==> src/rtl/ram_fifo_ctrl.sv <==
// rtl/ram_fifo_ctrl.sv - stream FIFO controller driving a dual-port RAM, with a 2-entry output skid stage
// Optional feature macro: FIFO_LEVEL_EN (adds the registered `level` occupancy port)
module ram_fifo_ctrl #(
    parameter int ADDR_W = 8,
    parameter int DATA_W = 4
) (
    input  logic              clk,
    input  logic              rst,
    input  logic              in_valid,
    input  logic [DATA_W-1:0] in_data,
    output logic              in_ready,
    output logic              out_valid,
    output logic [DATA_W-1:0] out_data,
    input  logic              out_ready,
    output logic              ram_write_en,
    output logic [ADDR_W-1:0] ram_write_addr,
    output logic [DATA_W-1:0] ram_write_data,
    output logic              ram_read_en,
    output logic [ADDR_W-1:0] ram_read_addr,
    input  logic [DATA_W-1:0] ram_read_data
`ifdef FIFO_LEVEL_EN
    ,
    output logic [ADDR_W+1:0] level
`endif
);

    localparam logic [ADDR_W:0] FULL_CNT = (ADDR_W+1)'(1 << ADDR_W);

    logic [ADDR_W-1:0]            wr_ptr_q, wr_ptr_d;
    logic [ADDR_W-1:0]            rd_ptr_q, rd_ptr_d;
    logic [ADDR_W:0]              ram_cnt_q, ram_cnt_d;
    logic                         rd_inflight_q, rd_inflight_d;
    logic [1:0][DATA_W-1:0]       skid_q, skid_d;
    logic                         head_q, head_d;
    logic                         tail_q, tail_d;
    logic [1:0]                   skid_cnt_q, skid_cnt_d;
    logic                         out_valid_q, out_valid_d;
    logic [DATA_W-1:0]            out_data_q, out_data_d;

    logic                         push;
    logic                         pop;
    logic                         issue;
    logic [2:0]                   skid_claim;

    // Handshakes and read scheduling; the skid stage plus the read in flight never exceed two words
    always_comb begin
        in_ready   = (ram_cnt_q != FULL_CNT);
        push       = in_valid && in_ready && !rst;
        pop        = out_valid_q && out_ready;
        skid_claim = {1'b0, skid_cnt_q} + {2'b00, rd_inflight_q};
        issue      = !rst && (ram_cnt_q != '0) && (skid_claim < (3'd2 + {2'b00, pop}));
    end

    assign ram_write_en   = push;
    assign ram_write_addr = wr_ptr_q;
    assign ram_write_data = in_data;
    assign ram_read_en    = issue;
    assign ram_read_addr  = rd_ptr_q;
    assign out_valid      = out_valid_q;
    assign out_data       = out_data_q;

    // Next-state for pointers, RAM occupancy and the skid ring
    always_comb begin
        wr_ptr_d      = wr_ptr_q + ADDR_W'(push);
        rd_ptr_d      = rd_ptr_q + ADDR_W'(issue);
        ram_cnt_d     = ram_cnt_q + (ADDR_W+1)'(push) - (ADDR_W+1)'(issue);
        rd_inflight_d = issue;
        skid_d        = skid_q;
        tail_d        = tail_q;
        head_d        = head_q ^ pop;
        if (rd_inflight_q) begin
            skid_d[tail_q] = ram_read_data;
            tail_d         = ~tail_q;
        end
        skid_cnt_d  = skid_cnt_q + {1'b0, rd_inflight_q} - {1'b0, pop};
        out_valid_d = (skid_cnt_d != 2'd0);
        out_data_d  = skid_d[head_d];
    end

    // State update; reset drops every queued word and ignores the read returning next cycle
    always_ff @(posedge clk) begin
        if (rst) begin
            wr_ptr_q      <= '0;
            rd_ptr_q      <= '0;
            ram_cnt_q     <= '0;
            rd_inflight_q <= 1'b0;
            head_q        <= 1'b0;
            tail_q        <= 1'b0;
            skid_cnt_q    <= 2'd0;
            out_valid_q   <= 1'b0;
            out_data_q    <= '0;
        end else begin
            wr_ptr_q      <= wr_ptr_d;
            rd_ptr_q      <= rd_ptr_d;
            ram_cnt_q     <= ram_cnt_d;
            rd_inflight_q <= rd_inflight_d;
            head_q        <= head_d;
            tail_q        <= tail_d;
            skid_cnt_q    <= skid_cnt_d;
            out_valid_q   <= out_valid_d;
            out_data_q    <= out_data_d;
        end
    end

    // Skid storage carries no reset; occupancy alone decides what is valid
    always_ff @(posedge clk) begin
        skid_q <= skid_d;
    end

`ifdef FIFO_LEVEL_EN
    logic [ADDR_W+1:0] level_q;

    // Total words held after this edge: RAM, read in flight, skid stage
    always_ff @(posedge clk) begin
        if (rst) begin
            level_q <= '0;
        end else begin
            level_q <= (ADDR_W+2)'(ram_cnt_d) + (ADDR_W+2)'(rd_inflight_d) + (ADDR_W+2)'(skid_cnt_d);
        end
    end

    assign level = level_q;
`endif

endmodule
==> config.mk <==
export PLATFORM = sky130hd
export DESIGN_NAME = ram_fifo_ctrl
export DESIGN_NICKNAME = d
export VERILOG_FILES = /design/src/rtl/ram_fifo_ctrl.sv
export SDC_FILE = /design/constraint.sdc
export NUM_CORES = 1
export LEC_CHECK = 0
export CAP_MARGIN = 30
export CORE_UTILIZATION = 45
export DETAILED_ROUTE_END_ITERATION = 6
export GPL_ROUTABILITY_DRIVEN = 0
export GPL_TIMING_DRIVEN = 0
export PLACE_DENSITY = 0.79
export SLEW_MARGIN = 40
export SYNTH_ARGS = -nofsm -noshare
export SYNTH_HDL_FRONTEND = slang
export SYNTH_SLANG_ARGS = --single-unit
==> constraint.sdc <==
create_clock -name clk -period 11.5 [get_ports clk]
set_input_delay 2.875 -clock clk [delete_from_list [all_inputs] [get_ports clk]]
set_output_delay 2.875 -clock clk [all_outputs]
set_load 0.05 [all_outputs]
== Word-level counts from Yosys, hierarchy flattened ==
Cells that the tools add are included.

* Register bits: 43
* Word-level logic and storage cells: 41

* Order comparisons: 4
* Add/sub/neg operators: 8
* Equality and inequality tests: 1
* Bitwise logic cells: 2
* Multiplexer cells: 6
* Reductions and logical operators: 9

{| class="wikitable"
|+ Operators by type and width
! kind !! count
|-
| $add 8x1->8 || 2
|-
| $mux 4 || 3
|-
| $add 9x1->9 || 1
|-
| $ne 9x9->1 const B || 1
|-
| $reduce_bool 9->1 || 1
|-
| $sub 9x1->9 || 1
|-
| $bwmux 8 || 1
|-
| $mux 8 || 1
|-
| $logic_and 1x1->1 || 6
|-
| $demux 4 s1 || 1
|-
| $lt 1x2->1 const B || 2
|-
| $add 2x1->3 || 1
|-
| $add 2x1->3 const A || 1
|-
| $lt 3x3->1 || 1
|-
| $add 2x1->2 || 1
|-
| $reduce_bool 2->1 || 1
|-
| $sub 2x1->2 || 1
|-
| $ge 1x1->1 const B || 1
|-
| $logic_not 1->1 || 1
|-
| $not 1->1 || 1
|-
| $xor 1x1->1 || 1
|}

== Logic depth before layout (Yosys ltp) ==
* Depth in word-level cells: 8
* Mapped depth: 13
* Depth with buffers taken out: 13

== Worst setup path after synthesis ==
Ideal clock, no wire load.

* Kind: input to output
* From: in out_ready
* To: out ram_read_en
* Path slack: 2736 ps
* Arrival time: 5889 ps
* Stages: 3
* Required time: 8625 ps
* Cells stage by stage: nand2_1 o21a_1 a2111oi_0

* Word-level cells in the longest chain between the ends: 4

{| class="wikitable"
|+ RTL lines
! item !! line !! text
|-
| start: declaration || 14 || <nowiki>input logic out_ready,</nowiki>
|-
| $logic_and 1x1->1 || 49 || <nowiki>pop = out_valid_q && out_ready;</nowiki>
|-
| $add 2x1->3 || 51 || <nowiki>issue = !rst && (ram_cnt_q != '0) && (skid_claim < (3'd2 + {2'b00, pop}));</nowiki>
|-
| $lt 3x3->1 || 51 ||
|-
| $logic_and 1x1->1 || 51 ||
|-
| end: declaration || 18 || <nowiki>output logic ram_read_en,</nowiki>
|}

No other way between the ends.

== Worst setup path after layout ==
Ends and elaborated chain as after synthesis.

==> results_dict.tcl <==
set metrics [dict create \
    status "complete, no violations" \
    cts_max_level 2 \
    drtPass1Iterations 4 \
    setup_slack_ns 3.35 \
    gr-total-overflow 0 \
    core_sq_mm 0.00438 \
    synth_cells 209 \
    syn_nets 242 \
    drt-initial-drc-count 68 \
    cts.path.max_buffers 2 \
    muxShareOfSynthArea_pct 7.42 \
    rsz0062_at_grt "no" \
    synth-xor-area-share_pct 8.09 \
    insertion_delay_ns 0.29 \
    crit_arrival_ns 5.28 \
    ir_drop_uv 134 \
    layout-drive-gt1-share_pct 11.5 \
    clk_pin_slew_ns 0.08 \
    drc_errors 0 \
    cts_buffers 5 \
    grt_first_pass_wirelength_um 6630 \
    wl_per_cell_um 12.5 \
    cts_resized 0 \
    clock-sinks 43 \
    rows 24 \
    relSlewSlack_pct 48.9 \
    start_util_pct 46.9 \
    synthesis.area_sq_mm 0.00206 \
    postCtsHoldBufs 0 \
    power.total_mw 0.671 \
    dp_slack_ns 3.34 \
    hold_violations 0 \
    fin_util_pct 58.4 \
    skew_ns 0.00449 \
    hpwl_um 2800 \
    synth_top_family_by_area "simple AND/OR/NAND/NOR gates" \
    ant_nets 0 \
    areaGrowthSynthToFinish_pct 24.4 \
    root_buffer "clkbuf_8" \
    fp.dieH_um 69.6 \
    worst_slew_pin_slew_ns 0.765 \
    antennaDiodeCount 0 \
    yosysUniqueCellTypes 35 \
    routed_via_density 5.05 \
    yosys_warnings 0 \
    powerDensity_mw_per_mm2 262 \
    wl_um 3800 \
    hold_class "reg -> reg" \
    crit_path_end_kind "output port" \
    port_buffers 35 \
    finish.net_count 284 \
    fin_crit_sh_pct 70.9 \
    cts_tree "built" \
    die_area_sq_mm 0.00485 \
    fmax_mhz 123 \
    seq_area_frac_synth_pct 41.8 \
    post_cts_buffers 0 \
    io_pins 40 \
    crit_required_ns 8.63 \
    final_area_sq_mm 0.00256 \
    grt_max_degree 14 \
    synth_fa_ha_area_share_pct 13.1 \
    grt_usage_pct 17.2 \
    maxSlewViolCount 0 \
    multiInputGateArea_sq_mm 0.00108 \
    placed_cell_area_sq_mm 0.00247 \
    cp_max_fo 3 \
    setup_viol 0 \
    ys_ff_latch 43 \
    seqCellArea_sq_um 861 \
    antenna_found_initial 0 \
    cap_violations 0 \
    nFillCells 373 \
    tns_ns 0 \
    post-route-min-period_ns 8.15 \
    crit_type "in -> out" \
    num_vias 1534 \
    power_leakage_nw 1.13 \
    grt_pass1_vias 1468 \
    avgSynthCellArea_sq_um 9.85 \
    synth_compound_area_share_pct 6.44 \
    worstSetupStartpointType "primary input" \
    die_w_um 69.6 \
    synth-simple-area-share_pct 17.4 \
]
through the flow:
stage / hold WS, ns / std cells
after floorplan: 0.449 / 209
after global placement: 0.455 / 296
after detailed placement: 0.461 / 296
after CTS: 0.482 / 304
after global routing: 0.500 / 304
final: 0.480 / 304
worst paths after layout:
path / from / end / slack (ns) / cells past startpoint
setup / recovery: out_ready / ram_read_en / 3.35 / 5
hold / removal: skid_q[0] / skid_q[0] / 0.48 / 1
hold reg to reg: skid_q[0] / skid_q[0] / 0.48 / 1
setup reg to reg: rd_inflight_q / ram_cnt_q[6] / 7.60 / 12
Yosys cell counts:
| cell type | number | share of area (%) |
|---|---|---|
| dfxtp_1 | 43 | 42 |
| nor2_1 | 25 | 4.6 |
| ha_1 | 20 | 12 |
| inv_1 | 17 | 3.1 |
| xor2_1 | 14 | 6.0 |
| nand3_1 | 11 | 2.7 |
| mux2_2 | 10 | 5.5 |
| nor2b_1 | 8 | 2.4 |
| a21oi_1 | 6 | 1.5 |
| xnor2_1 | 5 | 2.1 |
| and2b_2 | 4 | 1.7 |
| and3_1 | 4 | 1.2 |
| buf_4 | 4 | 1.5 |
| mux2i_1 | 4 | 1.9 |
| nand2_1 | 4 | 0.73 |
| a31oi_1 | 3 | 0.91 |
| clkbuf_1 | 3 | 0.55 |
| nand2b_1 | 3 | 0.91 |
| nand4_1 | 3 | 0.91 |
| a2111oi_0 | 2 | 0.85 |
| o21ai_0 | 2 | 0.49 |
| a211oi_2 | 1 | 0.61 |
| a41o_1 | 1 | 0.49 |
| and3b_1 | 1 | 0.43 |
| buf_6 | 1 | 0.55 |
| fa_1 | 1 | 0.97 |
| nor3b_1 | 1 | 0.36 |
| nor4_1 | 1 | 0.30 |
| o211a_1 | 1 | 0.49 |
| o211ai_1 | 1 | 0.36 |
| o21a_1 | 1 | 0.36 |
| o311ai_0 | 1 | 0.43 |
| or2_2 | 1 | 0.30 |
| or3_4 | 1 | 0.55 |
| or4_1 | 1 | 0.36 |
cells by family (layout without fill, tap and decap cells):
family,count (synthesis),after routing
fa+ha+maj,21,21
flops,43,43
compound gates,19,19
simple gates,68,68
mux,14,14
xor+xnor,19,19
buf+inv,25,68
cells in the final DEF, fill, tap and decap left out:
cell type        instances
a41o_1                   1
and3b_1                  1
buf_4                    4
xor2_1                  14
mux2i_1                  4
clkdlybuf4s50_1         35
nand2b_1                 3
a31oi_1                  3
nor2b_1                  8
o211a_1                  1
inv_1                   17
clkinv_2                 1
a211oi_2                 1
ha_1                    20
nor3b_1                  1
nor2_1                  25
and2b_2                  4
clkbuf_8                 5
o311ai_0                 1
o21a_1                   1
nand4_1                  3
nor4_1                   1
a2111oi_1                1
or3_4                    1
nand3_1                 11
and3_1                   4
clkbuf_1                 4
mux2_2                  10
a21oi_1                  6
or4_1                    1
clkinvlp_4               1
dfxtp_1                 43
nand2_1                  4
o211ai_1                 1
buf_6                    1
o21ai_0                  2
xnor2_1                  5
fa_1                     1
a2111oi_0                1
or2_2                    1
routing by layer:
layer  GRT usage [%]  routed length (um)  vias up
met2            27.4                1710       30
met1            22.4                1870      714
li1                -                   -      786
met3            5.23                 189        4
met5               0                   0        -
met4            5.33                  33        0
final cells by class:
type / instances / share of cell area (%)
clock inverters: 2 / 0.489
well taps: 52 / 2.54
inverters: 17 / 2.49
flip-flops and latches: 43 / 33.6
plain buffers: 8 / 2.05
clock buffers: 6 / 2.83
repair buffers: 35 / 13.7
multi-input cells: 141 / 42.3
report_power, final:
group	internal, mW	switching, mW
sequential	0.198	0.0212
clock	0.0424	0.0510
combinational	0.160	0.198
flip-flops by register name, summed over array words and instances, names as in the netlist:
name and cells:
ram_read_addr 8, ram_write_addr 8, tail_q 1, skid_cnt_q 2
skid_q 8, rd_inflight_q 1, ram_cnt_q 9, out_valid 1
head_q 1, out_data 4
worst max-delay path, stage by stage:
cell,delay [ns]
clkdlybuf4s50_1,0.45
nand2_1,0.10
o21a_1,0.20
a2111oi_1,0.71
clkdlybuf4s50_1,0.94
Power figures use the tool's default switching activity.
